$ cat src/rtl/wb_port_arbiter.sv
// Shares the RegFile write port between pipeline writeback (priority) and a queued long-latency unit.
// Optional perf counters are built when WB_ARB_PERF_EN is defined.
module wb_port_arbiter #(
  parameter int DEPTH    = 4,
  parameter int MAX_WAIT = 8
) (
  input  logic        clk,
  input  logic        rst,
  input  logic        pipe_wen,
  input  logic [4:0]  pipe_waddr,
  input  logic [31:0] pipe_wdata,
  output logic        pipe_stall,
  input  logic        ext_valid,
  output logic        ext_ready,
  input  logic [4:0]  ext_waddr,
  input  logic [31:0] ext_wdata,
  output logic        rf_wen,
  output logic [4:0]  rf_waddr,
  output logic [31:0] rf_wdata,
  output logic [31:0] perf_stall_cnt,
  output logic [31:0] perf_kill_cnt
);
  localparam int AW = (DEPTH > 1) ? $clog2(DEPTH) : 1;
  localparam int CW = AW + 1;
  localparam int WW = $clog2(MAX_WAIT + 1);
  localparam logic [CW-1:0] DEPTH_C    = CW'(DEPTH);
  localparam logic [WW-1:0] MAX_WAIT_C = WW'(MAX_WAIT);

  typedef enum logic [0:0] {ST_NORMAL = 1'b0, ST_FORCE = 1'b1} state_t;

  state_t          state_r, next_state_s;
  logic [WW-1:0]   wait_r, wait_next_s;
  logic [CW-1:0]   count_r;
  logic [AW-1:0]   rd_ptr_r, wr_ptr_r;
  logic [4:0]      addr_r [DEPTH];
  logic [31:0]     data_r [DEPTH];
  logic [DEPTH-1:0] live_r;

  logic            pipe_real_s, head_valid_s, head_live_s, head_killed_s;
  logic            push_s, pop_s, kill_en_s, push_live_s;
  logic [DEPTH-1:0] kill_mask_s;
  logic            rf_wen_s, pipe_stall_s, ext_ready_s;
  logic [4:0]      rf_waddr_s;
  logic [31:0]     rf_wdata_s;

  // Port selection, pop/kill decisions and starvation counter next-state.
  always_comb begin
    rf_wen_s      = 1'b0;
    rf_waddr_s    = 5'd0;
    rf_wdata_s    = 32'd0;
    pipe_stall_s  = 1'b0;
    pop_s         = 1'b0;
    kill_en_s     = 1'b0;
    next_state_s  = state_r;
    wait_next_s   = wait_r;
    pipe_real_s   = pipe_wen && (pipe_waddr != 5'd0);
    head_valid_s  = (count_r != {CW{1'b0}});
    head_live_s   = head_valid_s && live_r[rd_ptr_r];
    head_killed_s = pipe_real_s && (addr_r[rd_ptr_r] == pipe_waddr);
    ext_ready_s   = !rst && (count_r < DEPTH_C);
    push_s        = ext_valid && ext_ready_s;
    if (rst) begin
      next_state_s = ST_NORMAL;
      wait_next_s  = {WW{1'b0}};
    end else begin
      case (state_r)
        ST_NORMAL: begin
          kill_en_s = pipe_real_s;
          if (pipe_real_s) begin
            rf_wen_s   = 1'b1;
            rf_waddr_s = pipe_waddr;
            rf_wdata_s = pipe_wdata;
          end else if (head_live_s) begin
            rf_wen_s   = 1'b1;
            rf_waddr_s = addr_r[rd_ptr_r];
            rf_wdata_s = data_r[rd_ptr_r];
            pop_s      = 1'b1;
          end else begin
            rf_wen_s   = 1'b0;
          end
          // Dead heads are discarded without using the port.
          if (head_valid_s && !live_r[rd_ptr_r]) begin
            pop_s = 1'b1;
          end else begin
            pop_s = pop_s;
          end
        end
        ST_FORCE: begin
          pipe_stall_s = 1'b1;
          rf_wen_s     = head_live_s;
          rf_waddr_s   = addr_r[rd_ptr_r];
          rf_wdata_s   = data_r[rd_ptr_r];
          pop_s        = head_valid_s;
          next_state_s = ST_NORMAL;
        end
        default: begin
          next_state_s = ST_NORMAL;
        end
      endcase

      if (pop_s || !head_valid_s) begin
        wait_next_s = {WW{1'b0}};
      end else if ((state_r == ST_NORMAL) && head_live_s && pipe_real_s) begin
        if ((wait_r + WW'(1)) == MAX_WAIT_C) begin
          wait_next_s = {WW{1'b0}};
          // A head killed by this very write will be dropped next cycle instead.
          next_state_s = head_killed_s ? ST_NORMAL : ST_FORCE;
        end else begin
          wait_next_s = wait_r + WW'(1);
        end
      end else begin
        wait_next_s = wait_r;
      end
    end
  end

  // Entries superseded by an accepted pipeline write to the same register.
  always_comb begin
    logic [AW-1:0] rel;
    kill_mask_s = {DEPTH{1'b0}};
    for (int i = 0; i < DEPTH; i++) begin
      rel = AW'(i) - rd_ptr_r;
      kill_mask_s[i] = kill_en_s && ({1'b0, rel} < count_r) && live_r[i] &&
                       (addr_r[i] == pipe_waddr);
    end
    push_live_s = (ext_waddr != 5'd0) && !(kill_en_s && (ext_waddr == pipe_waddr));
  end

  // FIFO storage, pointers, occupancy and FSM state.
  always_ff @(posedge clk or posedge rst) begin
    if (rst) begin
      state_r  <= ST_NORMAL;
      wait_r   <= {WW{1'b0}};
      count_r  <= {CW{1'b0}};
      rd_ptr_r <= {AW{1'b0}};
      wr_ptr_r <= {AW{1'b0}};
      live_r   <= {DEPTH{1'b0}};
      for (int i = 0; i < DEPTH; i++) begin
        addr_r[i] <= 5'd0;
        data_r[i] <= 32'd0;
      end
    end else begin
      state_r <= next_state_s;
      wait_r  <= wait_next_s;
      live_r  <= live_r & ~kill_mask_s;
      if (push_s) begin
        addr_r[wr_ptr_r] <= ext_waddr;
        data_r[wr_ptr_r] <= ext_wdata;
        live_r[wr_ptr_r] <= push_live_s;
        wr_ptr_r         <= wr_ptr_r + AW'(1);
      end
      if (pop_s) begin
        rd_ptr_r <= rd_ptr_r + AW'(1);
      end
      case ({push_s, pop_s})
        2'b10:   count_r <= count_r + CW'(1);
        2'b01:   count_r <= count_r - CW'(1);
        default: count_r <= count_r;
      endcase
    end
  end

  assign rf_wen     = rf_wen_s;
  assign rf_waddr   = rf_waddr_s;
  assign rf_wdata   = rf_wdata_s;
  assign pipe_stall = pipe_stall_s;
  assign ext_ready  = ext_ready_s;

`ifdef WB_ARB_PERF_EN
  logic [31:0] perf_stall_r, perf_kill_r, kill_num_s;
  logic        push_kill_s;

  // Number of live bits cleared this cycle, including a same-cycle push.
  always_comb begin
    push_kill_s = push_s && kill_en_s && (ext_waddr != 5'd0) && (ext_waddr == pipe_waddr);
    kill_num_s  = 32'(push_kill_s);
    for (int i = 0; i < DEPTH; i++) begin
      kill_num_s = kill_num_s + 32'(kill_mask_s[i]);
    end
  end

  // Free-running wrap-around performance counters.
  always_ff @(posedge clk or posedge rst) begin
    if (rst) begin
      perf_stall_r <= 32'd0;
      perf_kill_r  <= 32'd0;
    end else begin
      if (state_r == ST_FORCE) begin
        perf_stall_r <= perf_stall_r + 32'd1;
      end
      perf_kill_r <= perf_kill_r + kill_num_s;
    end
  end

  assign perf_stall_cnt = perf_stall_r;
  assign perf_kill_cnt  = perf_kill_r;
`else
  assign perf_stall_cnt = 32'd0;
  assign perf_kill_cnt  = 32'd0;
`endif
endmodule

$ cat config.mk
export PLATFORM = sky130hd
export DESIGN_NAME = wb_port_arbiter
export DESIGN_NICKNAME = d
export VERILOG_FILES = /design/src/rtl/wb_port_arbiter.sv
export SDC_FILE = /design/constraint.sdc
export NUM_CORES = 1
export LEC_CHECK = 0
export ABC_AREA = 0
export BUFFER_PORTS_ARGS = -buffer_cell sky130_fd_sc_hd__buf_2
export CAP_MARGIN = 20
export CORE_AREA = 4 4 133 135
export DETAILED_ROUTE_END_ITERATION = 10
export DIE_AREA = 0 0 137 139
export PLACE_DENSITY = 0.79
export SLEW_MARGIN = 20
export SYNTH_ARGS = -nofsm -noshare
export SYNTH_HDL_FRONTEND = slang
export SYNTH_SLANG_ARGS = --single-unit
$ cat constraint.sdc
create_clock -name clk -period 17.3 [get_ports clk]
set_clock_uncertainty 0.2 [all_clocks]
set_input_delay 2.595 -clock clk [delete_from_list [all_inputs] [get_ports clk]]
set_output_delay 2.595 -clock clk [all_outputs]
set_load 0.01 [all_outputs]
* Yosys cells after proc, flatten, opt, wreduce, memory -nomap -nowiden *
Cells that the tools add are included.

cells by class
  reduce and logical (&&, ||, !) cells = 34
  equality and inequality tests = 9
  shift-type cells = 0
  $lt $le $gt $ge = 11
  add/sub/neg operators = 9
  div/mod/pow operators = 0
  multipliers = 0
  bitwise logic cells = 5
  mux-type cells = 49

operator list
  cell                   number
  $mux W32               6
  $bwmux W128            1
  $bmux W32 S2           1
  $demux W32 S2          1
  $pmux W32 S2           1
  $eq A5 B5 Y1           6
  $mux W5                6
  $logic_and A1 B1 Y1    24
  $bwmux W20             1
  $mux W4                5
  $mux W1                18
  $lt A2 B3 Y1           4
  $bmux W5 S2            1
  $demux W5 S2           1
  $pmux W5 S2            1
  $reduce_bool A5 Y1     2
  $ge A3 B3 Y1 const B   2
  $lt A2 B3 Y1 const B   2
  $not A2 Y3             2
  $pmux W3 S2            1
  $reduce_bool A3 Y1     2
  $add A2 B1 Y2 const B  2
  $add A4 B1 Y4 const B  1
  $and A4 B4 Y4          1
  other kinds (19)       25

storage, ports and cells
  input port bits = 78
  ROM bits = 0
  flip-flop bits (word level) = 164
  memories = 0
  bits in writable memories = 0
  logic and storage cells = 131
  latch bits = 0

* Depth between registers and ports, before layout *
  depth in word-level cells = 11
  gate-level depth with buffers = 10

* Worst setup path before layout *
OpenSTA, ideal clock, no wires.

  path type = in2reg
  start = input port rst
  end = register live_r[2]
  data required time = 16953 ps
  setup slack = 9570 ps
  path buffers = 1
  stages on the path = 5
  arrival time = 7383 ps
  cells stage by stage = clkbuf_1 -> inv_1 -> o2111ai_1 -> a2111oi_0 -> o22ai_1

between the ends
  word-level cells in the longest chain between the ends = 8

RTL lines
  what                              RTL line  RTL
  start: declaration                8         input logic rst,
  $mux W1                           62        if (rst) begin
  $logic_and A1 B1 Y1 (3 in a row)  123       kill_mask_s[i] = kill_en_s && ({1'b0, rel} < count_r) && live_r[i] &&
  $not A4 Y4                        145       live_r <= live_r & ~kill_mask_s;
  $and A4 B4 Y4                     145
  $bwmux W4                         149       live_r[wr_ptr_r] <= push_live_s;
  $mux W4 (*)                       146       if (push_s) begin
  end signal: assignment            137       live_r <= {DEPTH{1'b0}};
  end signal: assignment            145
  end signal: indexed assignment    149
  end: declaration                  37        logic [DEPTH-1:0] live_r;

Every way passes the cells marked *; elsewhere a longest branch is shown, timed or not.
A chain may end at the register's enable or synchronous reset.

* Worst setup path in the final report *
  start = input port pipe_waddr[1]
  end = output port rf_wdata[22]

between the ends
  word-level cells in the longest chain between the ends = 5

RTL lines
  what                 RTL line  RTL
  start: declaration   10        input logic [4:0] pipe_waddr,
  $reduce_bool A5 Y1   56        pipe_real_s = pipe_wen && (pipe_waddr != 5'd0);
  $logic_and A1 B1 Y1  56
  $mux W32             69        if (pipe_real_s) begin
  $pmux W32 S2         66        case (state_r)
  $mux W32             62
  end: declaration     19        output logic [31:0] rf_wdata,

Every way passes these cells.

==> results.cfg <==
[cts]
clk_latency_ps = 420
cts.hold.buffers_added = 0
postCtsResizedCells = 0
max-clock-path-buffers = 2
cts_setup_buffers = 0
worst_path_clk_slew_ps = 60
cts_tree = built
htree_levels = 4
clock-root-buffer = clkbuf_16
cts_buffers = 17
count_of_clock_tree_sinks = 164

[pwr]
comb_power_share = 0.393
total_leakage_power_nw = 4.81
p_sw_mw = 0.588
p_per_area_nw_per_um2 = 174
seqPwrFrac = 0.390
power_report.internal_total_mw = 1.15
ir_drop_mv = 0.0883
power.share.clock = 0.217
netSwitchingFraction = 0.339

[sta]
timing_max_transition_violations_final = 0
final_period_minus_worst_setup_slack_ps = 7450
max_freq_mhz = 134
worst_slew_margin_rel = 0.233
final_hold_slack_ps = 269
slew_at_the_pin_with_the_worst_max_slew_slack_ps = 1150
timing.setup.tns_ps = 0
rsz0062_at_grt = false
final_hold_viol_count = 0
final.period_utilization = 0.431
setup_viol = 0

[drt]
route.vias.total = 6254
drtAntennaViolNets = 0
wirelength_um = 20000
detail_route.vias_per_cell = 5.29
wl_per_cell_um = 16.9
first_pass_iters = 4
drcViolationCount = 0
drt_iter0_drcs = 562

[global_route]
antenna_found_initial = 1
grt_pass1_wl_um = 33000
grt.total_usage = 0.221
globalRouteOverflowTotal = 0
grt_pass1_vias = 6364
largest_net_degree_at_the_start_of_global_routing = 110

[logic_synthesis]
ys_seq_elements = 164
post_synth.cell_area_avg_um2 = 10.5
synthesis.instances = 856
post-synth-top-area-fraction = 0.457
synth_cell_types = 48
synth-async-reset-ratio = 1.00
count_of_flip_flops_with_a_built_in_enable_after_synthesis = 0
syn_area_um2 = 8990
synth.top_cells.by_area = dfrtp_1 (46%), nand2_1 (12%), mux4_2 (9.5%), mux2_2 (8.8%), buf_4 (6.2%)
synthDominantAreaCellType = dfrtp_1
yosysSeqAreaShare = 0.457
postSynth.topFlopCell = dfrtp_1
synthesis.yosys.warnings = 0

[worst_setup_path]
critPathArrivalTime_ps = 4660
r2r_cells = 10
class_of_the_most_critical_setup_path = in2out
startpoint_types = primary input
reg2reg_slack_ps = 14270
regToRegEndpoint = count_r[2]$_DFFE_PP0P_
timing.critical_path.to = rf_wdata[22]
setup.worst_path.start = pipe_waddr[1]
timing.rr.start = rd_ptr_r[1]$_DFFE_PP0P_
required_ps = 14510
worstPathMaxFanout = 32
timing.critical_path.to_type = output pin

[place]
post-dp-hpwl_um = 12900
gpl.final_weighted_congestion = 0.864
number_of_buffers_inserted_by_port_buffering = 117
place_area_um2 = 9360

[finish]
finalNetCount = 1038
post_route_cells_drive_above_1_share = 0.326
fin_area_um2 = 9960
area_growth_pct = 10.8

[die]
dieArea_um2 = 19000
die_height_um = 139
initial_utilization = 0.546
row_count = 47
core_region_area_um2 = 16500
floorplan.io_pins = 182
chipWidth_um = 137

[hold_path]
hold_class = reg2reg
min_from = data_r[56]$_DFFE_PP0P_

[status]
run_status = complete, no violations

[job]
maxCapViolations = 0
## cell families (layout without fill, tap and decap cells)
family                     count (synthesis)  in the layout  share of synthesized area
buffers and inverters                    127            169                     0.0954
xor gates and xnor gates                  38             38                     0.0370
AOI/OAI and AO/OA                         62             62                     0.0501
other                                      1             65                   0.000417
adders and majority gates                 11             11                     0.0161
and+or+nand+nor                          339            339                      0.154
DFF                                      164            164                      0.457
muxes                                    114            114                      0.190
## cell usage after synthesis, types with 2 or more instances
cell	n
nand2_1	290
dfrtp_1	164
buf_4	74
mux2_2	70
mux4_2	38
xnor2_1	30
buf_2	23
a21oi_1	20
a21oi_2	20
nand2_2	20
inv_1	12
ha_1	10
clkbuf_1	9
xor2_1	8
nand3_1	7
nor2_1	7
and2_1	5
buf_6	4
mux2_1	4
a2111oi_0	2
a21o_1	2
buf_1	2
buf_12	2
mux2i_1	2
nand2b_1	2
nor3_1	2
o2111ai_1	2
o21a_1	2
o21ai_0	2
o22ai_1	2
o41ai_1	2
## how the worst min path moves through the flow
stage / end / slack (ps) / cells after the start
floorplan: wait_r[0]$_DFFE_PP0P_ / 230 / 1
global placement: wait_r[0]$_DFFE_PP0P_ / 250 / 1
detailed placement: data_r[56]$_DFFE_PP0P_ / 260 / 2
CTS: data_r[56]$_DFFE_PP0P_ / 270 / 2
global route: data_r[61]$_DFFE_PP0P_ / 300 / 2
finish: data_r[56]$_DFFE_PP0P_ / 270 / 2
## layout make-up
class / instances / area (um2)
Clock buffer: 23 / 488
Multi-Input combinational cell: 628 / 4280
Inverter: 12 / 50.0
Fill cell: 1361 / 6510
Timing Repair Buffer: 126 / 653
Antenna cell: 1 / 2.50
Clock inverter: 8 / 100
Sequential cell: 164 / 4110
Tap cell: 220 / 275
## power by group through the flow
| stage | Clock, mW | Sequential [mW] | Combinational (mW) |
|---|---|---|---|
| after global placement | 0 | 0.670 | 0.670 |
| final | 0.376 | 0.676 | 0.682 |
| after floorplan | 0 | 0.647 | 0.570 |
| after global routing | 0.400 | 0.699 | 0.762 |
| after detailed placement | 0 | 0.681 | 0.687 |
| after CTS | 0.380 | 0.676 | 0.692 |
## sequential cells by signal, summed over array words and instances (netlist names)
register and count:
count_r 3, rd_ptr_r 2, live_r 4, wr_ptr_r 2, addr_r 20, wait_r 4, data_r 128, state_r 1
## through the flow
step                      setup WS [ps]  total power, mW  utilization  std cells
after global routing               9730             1.86        0.605       1181
after detailed placement           9720             1.37        0.568       1150
after floorplan                    9570             1.22            -        919
after global placement             9770             1.34        0.568       1150
after CTS                          9710             1.75        0.604       1181
final                              9850             1.73        0.605       1182
## cells in the final DEF (no fill, tap or decap), drive strengths merged, types with 3 or more instances in the layout
cell,netlist,final
a2111oi,3,3
a21oi,40,40
and2,5,5
buf,106,126
clkbuf,9,23
clkinv,0,5
conb,1,64
dfrtp,164,164
ha,10,10
inv,12,12
mux2,74,74
mux4,38,38
nand2,310,310
nand3,7,7
nor2,7,7
o21ai,3,3
xnor2,30,30
xor2,8,8
## critical path: stages
cell	delay [ps]
buf_2	170
or4_4	600
o211ai_4	290
buf_4	520
nand2_1	140
a21oi_1	170
buf_2	150
## routing by layer
metal	global-route usage	part of all wire	wire, um
met1	0.298	0.43	8520
met2	0.359	0.50	9940
met3	0.0428	0.058	1160
met4	0.0735	0.018	359
met5	0	0.00065	13
Power figures use the tool's default switching activity.
